File: src/rtl/uart_pkg.sv
// Shared UART definitions: receiver/transmitter state encoding and frame geometry.
package uart_pkg;

    typedef enum logic [1:0] {
        IDLE,
        START,
        DATA,
        STOP
    } uart_state_t;

    localparam int DEFAULT_CLKS_PER_BIT = 16;
    localparam int UART_DATA_W          = 8;

endpackage : uart_pkg

File: src/rtl/uart_sync2.sv
// Two-flop synchroniser for an asynchronous single-bit input, with configurable reset value.
module uart_sync2 #(
    parameter logic RESET_VAL = 1'b1
) (
    input  logic clk,
    input  logic reset,
    input  logic d,
    output logic q
);

    logic meta;

    always_ff @(posedge clk) begin
        if (reset) begin
            meta <= RESET_VAL;
            q    <= RESET_VAL;
        end else begin
            meta <= d;
            q    <= meta;
        end
    end

endmodule : uart_sync2

File: src/rtl/uart_rx.sv
// 8N1 UART receiver, MSB first, with centre sampling and a valid/ready holding register.
module uart_rx
    import uart_pkg::*;
#(
    parameter int CLKS_PER_BIT = DEFAULT_CLKS_PER_BIT
) (
    input  logic                   clk,
    input  logic                   reset,
    input  logic                   rx_data,
    output logic [UART_DATA_W-1:0] dout,
    output logic                   valid,
    input  logic                   ready,
    output logic                   frame_err,
    output logic                   overrun
);

    localparam int CNT_W = $clog2(CLKS_PER_BIT);
    localparam int IDX_W = $clog2(UART_DATA_W);
    localparam logic [CNT_W-1:0] HALF_M1 = CNT_W'(CLKS_PER_BIT / 2 - 1);
    localparam logic [CNT_W-1:0] FULL_M1 = CNT_W'(CLKS_PER_BIT - 1);

    logic rx_s;

    uart_sync2 #(.RESET_VAL(1'b1)) u_sync (
        .clk   (clk),
        .reset (reset),
        .d     (rx_data),
        .q     (rx_s)
    );

    uart_state_t            state, state_n;
    logic [CNT_W-1:0]       cnt, cnt_n;
    logic [IDX_W-1:0]       idx, idx_n;
    logic [UART_DATA_W-1:0] shreg, shreg_n;
    logic [UART_DATA_W-1:0] dout_n;
    logic                   valid_n, frame_err_n, overrun_n;
    logic                   good;
    logic [1:0]             flush;
    logic                   armed, armed_n;

    // The synchroniser reads idle for two cycles after reset regardless of the pin;
    // only arm start detection once the real line has been seen high.
    always_ff @(posedge clk) begin
        if (reset) begin
            flush <= '0;
        end else begin
            flush <= {flush[0], 1'b1};
        end
    end

    always_ff @(posedge clk) begin
        if (reset) begin
            state     <= IDLE;
            cnt       <= '0;
            idx       <= '0;
            shreg     <= '0;
            dout      <= '0;
            valid     <= 1'b0;
            frame_err <= 1'b0;
            overrun   <= 1'b0;
            armed     <= 1'b0;
        end else begin
            state     <= state_n;
            cnt       <= cnt_n;
            idx       <= idx_n;
            shreg     <= shreg_n;
            dout      <= dout_n;
            valid     <= valid_n;
            frame_err <= frame_err_n;
            overrun   <= overrun_n;
            armed     <= armed_n;
        end
    end

    always_comb begin
        state_n     = state;
        cnt_n       = cnt;
        idx_n       = idx;
        shreg_n     = shreg;
        dout_n      = dout;
        valid_n     = valid;
        frame_err_n = 1'b0;
        overrun_n   = 1'b0;
        armed_n     = armed;
        good        = 1'b0;

        if (valid && ready) begin
            valid_n = 1'b0;
        end

        case (state)
            IDLE: begin
                cnt_n = '0;
                if (rx_s && flush[1]) begin
                    armed_n = 1'b1;
                end
                if (!rx_s && armed) begin
                    state_n = START;
                end
            end
            START: begin
                if (cnt == HALF_M1) begin
                    cnt_n   = '0;
                    idx_n   = IDX_W'(UART_DATA_W - 1);
                    state_n = rx_s ? IDLE : DATA;
                end else begin
                    cnt_n = cnt + 1'b1;
                end
            end
            DATA: begin
                if (cnt == FULL_M1) begin
                    cnt_n        = '0;
                    shreg_n[idx] = rx_s;
                    if (idx == '0) begin
                        state_n = STOP;
                    end else begin
                        idx_n = idx - 1'b1;
                    end
                end else begin
                    cnt_n = cnt + 1'b1;
                end
            end
            STOP: begin
                if (cnt == FULL_M1) begin
                    cnt_n   = '0;
                    state_n = IDLE;
                    if (rx_s) begin
                        good = 1'b1;
                    end else begin
                        frame_err_n = 1'b1;
                    end
                end else begin
                    cnt_n = cnt + 1'b1;
                end
            end
            default: begin
                state_n = IDLE;
                cnt_n   = '0;
            end
        endcase

        if (good) begin
            if (!valid || ready) begin
                dout_n  = shreg;
                valid_n = 1'b1;
            end else begin
                overrun_n = 1'b1;
            end
        end
    end

endmodule : uart_rx

File: config.mk
export PLATFORM = sky130hd
export DESIGN_NAME = uart_rx
export DESIGN_NICKNAME = d
export VERILOG_FILES = /design/src/rtl/uart_pkg.sv /design/src/rtl/uart_sync2.sv /design/src/rtl/uart_rx.sv
export SDC_FILE = /design/constraint.sdc
export NUM_CORES = 1
export LEC_CHECK = 0
export ABC_CLOCK_PERIOD_IN_PS = 2050
export BUFFER_PORTS_ARGS = -buffer_cell sky130_fd_sc_hd__buf_2
export CAP_MARGIN = 15
export CORE_MARGIN = 3
export CORE_UTILIZATION = 50
export DETAILED_ROUTE_END_ITERATION = 10
export GPL_TIMING_DRIVEN = 0
export PLACE_DENSITY = 0.74
export SYNTH_ARGS = -nofsm -noshare
export SYNTH_HDL_FRONTEND = slang
export SYNTH_HIERARCHICAL = 1
export SYNTH_SLANG_ARGS = --single-unit
File: constraint.sdc
create_clock -name clk -period 2.05 [get_ports clk]
set_clock_uncertainty 0.2 [all_clocks]
set_input_delay 0.205 -clock clk [delete_from_list [all_inputs] [get_ports clk]]
set_output_delay 0.205 -clock clk [all_outputs]
set_load 0.05 [all_outputs]
==> results.json <==
{
  "synth-compound-area-share_pct": 10.2,
  "clock_path_buffers": 2,
  "cp.arrival_ns": 1.94,
  "routed_wl_um": 2900,
  "antenna_found_initial": 0,
  "synth_xor_area_share_pct": 1.24,
  "chipWidth_um": 59.2,
  "crit_end": "idx[1]",
  "cp_top_family": "compound AO/OA/AOI/OAI gates",
  "final-max-slew-violation-count": 0,
  "clockRootBuffer": "clkbuf_4",
  "die_h_um": 59.2,
  "grt_max_degree": 11,
  "boundaryPins": 15,
  "area_growth_pct": 14.8,
  "synth-seq-cells": 33,
  "regToRegSetupSlack_ns": 0.14,
  "via_per_inst": 5.67,
  "layout_commonest_cell": "dfxtp_1",
  "syn_area_per_cell_um2": 9.27,
  "cts_max_level": 2,
  "hold_viol": 0,
  "pwr-share-seq_pct": 61.5,
  "ys_seq_area_share_pct": 46.6,
  "cp-startpoint": "idx[0]",
  "critical_path_class": "reg -> reg",
  "core_area_mm2": 0.00259,
  "min_period_ns": 1.91,
  "power.internal_mw": 0.822,
  "power_density_mw_per_mm2": 648,
  "path_clk_slew_ns": 0.10,
  "synth_top_family_by_area": "simple AND/OR/NAND/NOR gates",
  "dp_cells": 197,
  "cts.sinks": 33,
  "initial_core_util_pct": 54.7,
  "vdd_drop_max_mv": 0.575,
  "max_freq_mhz": 524,
  "slowest_stage": "dfxtp_1",
  "p_sw_share_pct": 22.0,
  "tightest_slew_ns": 0.477,
  "die_area_mm2": 0.00351,
  "dp_hpwl_um": 2000,
  "syn_inst": 153,
  "synth_top_area_cell": "dfxtp_1",
  "critPathCaptureType": "register",
  "synth_nets": 160,
  "routed-via-count": 1179,
  "utilization_pct": 62.9,
  "rsz0062_at_grt": "no",
  "clkPwrFrac_pct": 35.0,
  "p_leak_nw": 0.670,
  "final_cell_mix": "32 x dfxtp_1, 19 x buf_2, 18 x nand2_1",
  "maxCapViolCount": 0,
  "synth_simple_gate_area_share_pct": 22.2,
  "finalNonFillerCells": 208,
  "worstRegToRegCells": 6,
  "rows": 18,
  "clk_latency_ns": 0.33,
  "drc": 0,
  "critPathMostFrequentCell": "ha_1",
  "cts_tree": "built",
  "crit_buf_inv": 1,
  "ant_nets": 0,
  "startpoint_type": "register",
  "grt.overflow.total": 0,
  "fin_setup_tns_ns": 0,
  "first_global_vias": 1128,
  "p_sw_mw": 0.232,
  "yosysWarnings": 6,
  "crit_chain": "inv_1 > ha_1 > ha_1 > nor4bb_1 > o211ai_1 > a221oi_1",
  "synth_top_area_share_pct": 46.6,
  "n_fill_cell": 227,
  "slew-limit-headroom_pct": 68.2,
  "hold_class": "reg -> reg",
  "syn_area_mm2": 0.00142,
  "routabilityCongestion": 0.877,
  "first_pass_iters": 4,
  "post-cts-setup-buffer-count": 0,
  "synthAdderAreaFrac_pct": 2.65,
  "wl_per_cell_um": 13.9,
  "comb_power_share_pct": 3.5,
  "drtIter0Drc": 26,
  "drive_above_1_share_pct": 18.5,
  "critical_path_required_ns": 2.08,
  "antenna_cells": 0,
  "layout.nets": 185,
  "worstReg2RegEnd": "idx[1]",
  "synthTopCellsByArea": "dfxtp_1 47%, mux2i_1 9.9%, nand2_1 4.8%",
  "track_usage_pct": 19.1,
  "post-route-period-util_pct": 93.2,
  "grt_pass1_wl_um": 5020,
  "cp_num_cells": 6,
  "cts_buffers": 5,
  "synthMuxAreaShare_pct": 9.89,
  "status": "complete, no violations",
  "max_stage_delay_ns": 0.38,
  "holdWs_ns": 0.218,
  "cp_max_fo": 4,
  "port-buffer-count": 14,
  "synth_cell_type_count": 37,
  "setup_violations": 0,
  "r2r-start": "idx[0]"
}
## synth_stat cells
cell,number
ha_1,3
and4_1,3
nor2b_1,5
nand3b_1,1
xnor2_1,1
a31oi_1,1
or2_1,2
clkbuf_1,4
mux2i_1,14
o221a_2,1
nor3b_1,3
buf_4,1
or4_1,1
o21ai_0,2
a21boi_0,1
o211ai_1,1
nand4_1,5
a31o_2,3
buf_6,1
a221oi_1,2
a21oi_1,7
nand2_1,18
nand2b_1,1
xor2_1,1
or3_1,1
and2_1,1
nor3_1,3
nor4_1,1
a211oi_1,2
and4b_1,1
buf_2,6
inv_1,10
nand3_1,6
o32ai_1,1
nor2_1,5
dfxtp_1,33
nor4bb_1,1
## logic make-up after synthesis
logic type	Yosys count
buf+inv	22
fa+ha+maj	3
xor+xnor	2
simple gates	58
mux	14
compound gates	21
flops	33
## per-stage QoR
step / instance area (um^2) / worst slack, ns / total power, mW
after CTS: 1620 / 0.111 / 1.06
final: 1630 / 0.140 / 1.05
after detailed placement: 1530 / 0.121 / 0.694
after floorplan: 1420 / 0.304 / 0.682
after global routing: 1630 / 0.00995 / 1.10
after global placement: 1530 / 0.190 / 0.693
## layer usage
layer  part of all wire, %  track usage [%]  up-vias
met1                    46             23.6      555
met5                     0                0        -
met2                    47             29.5       31
met3                   4.5             5.01        7
met4                   1.9             11.3        0
li1                      -                -      586
## how the worst min path moves through the flow
stage	start	end	slack [ns]	cells after the start
after floorplan	reset	flush[1]	0.08	1
after global placement	rx_data	u_sync/meta	0.18	2
after detailed placement	rx_data	u_sync/meta	0.19	2
after CTS	u_sync/meta	u_sync/q	0.22	1
after global routing	u_sync/meta	u_sync/q	0.22	1
final	u_sync/meta	u_sync/q	0.22	1
## timing repair
action                                  in CTS  in global routing
hold buffers                                 4                  0
endpoints found under the hold margin        9                  0
endpoints found under the setup margin       0                  7
resized for setup                            0                  3
## registers in the layout (all words and copies together), names as in the netlist, 2 cells and up, named ones only
signal  flops
idx         3
cnt         4
shreg       8
flush       2
dout        8
## power groups by stage
stage | registers, mW | logic [mW] | clock network, mW
2_1_floorplan | 0.663 | 0.0191 | 0
5_1_grt | 0.649 | 0.0403 | 0.407
3_3_place_gp | 0.663 | 0.0297 | 0
6_report | 0.648 | 0.0367 | 0.369
4_1_cts | 0.648 | 0.0364 | 0.379
3_5_place_dp | 0.663 | 0.0305 | 0
## worst register-to-register path, cell delays in order, from the launching register on
cell      delay, ns
dfxtp_1        0.38
inv_1          0.07
ha_1           0.19
ha_1           0.22
nor4bb_1       0.28
o211ai_1       0.16
a221oi_1       0.31
## cell type report
class / instances / area, um^2 / share of cell area (%)
flip-flops and latches: 33 / 662 / 40.7
repair buffers: 18 / 110 / 6.76
plain buffers: 12 / 70.1 / 4.30
inverters: 10 / 37.5 / 2.31
multi-input cells: 98 / 656 / 40.3
well taps: 30 / 37.5 / 2.31
clock buffers: 7 / 55.1 / 3.38
Power figures use the tool's default switching activity.
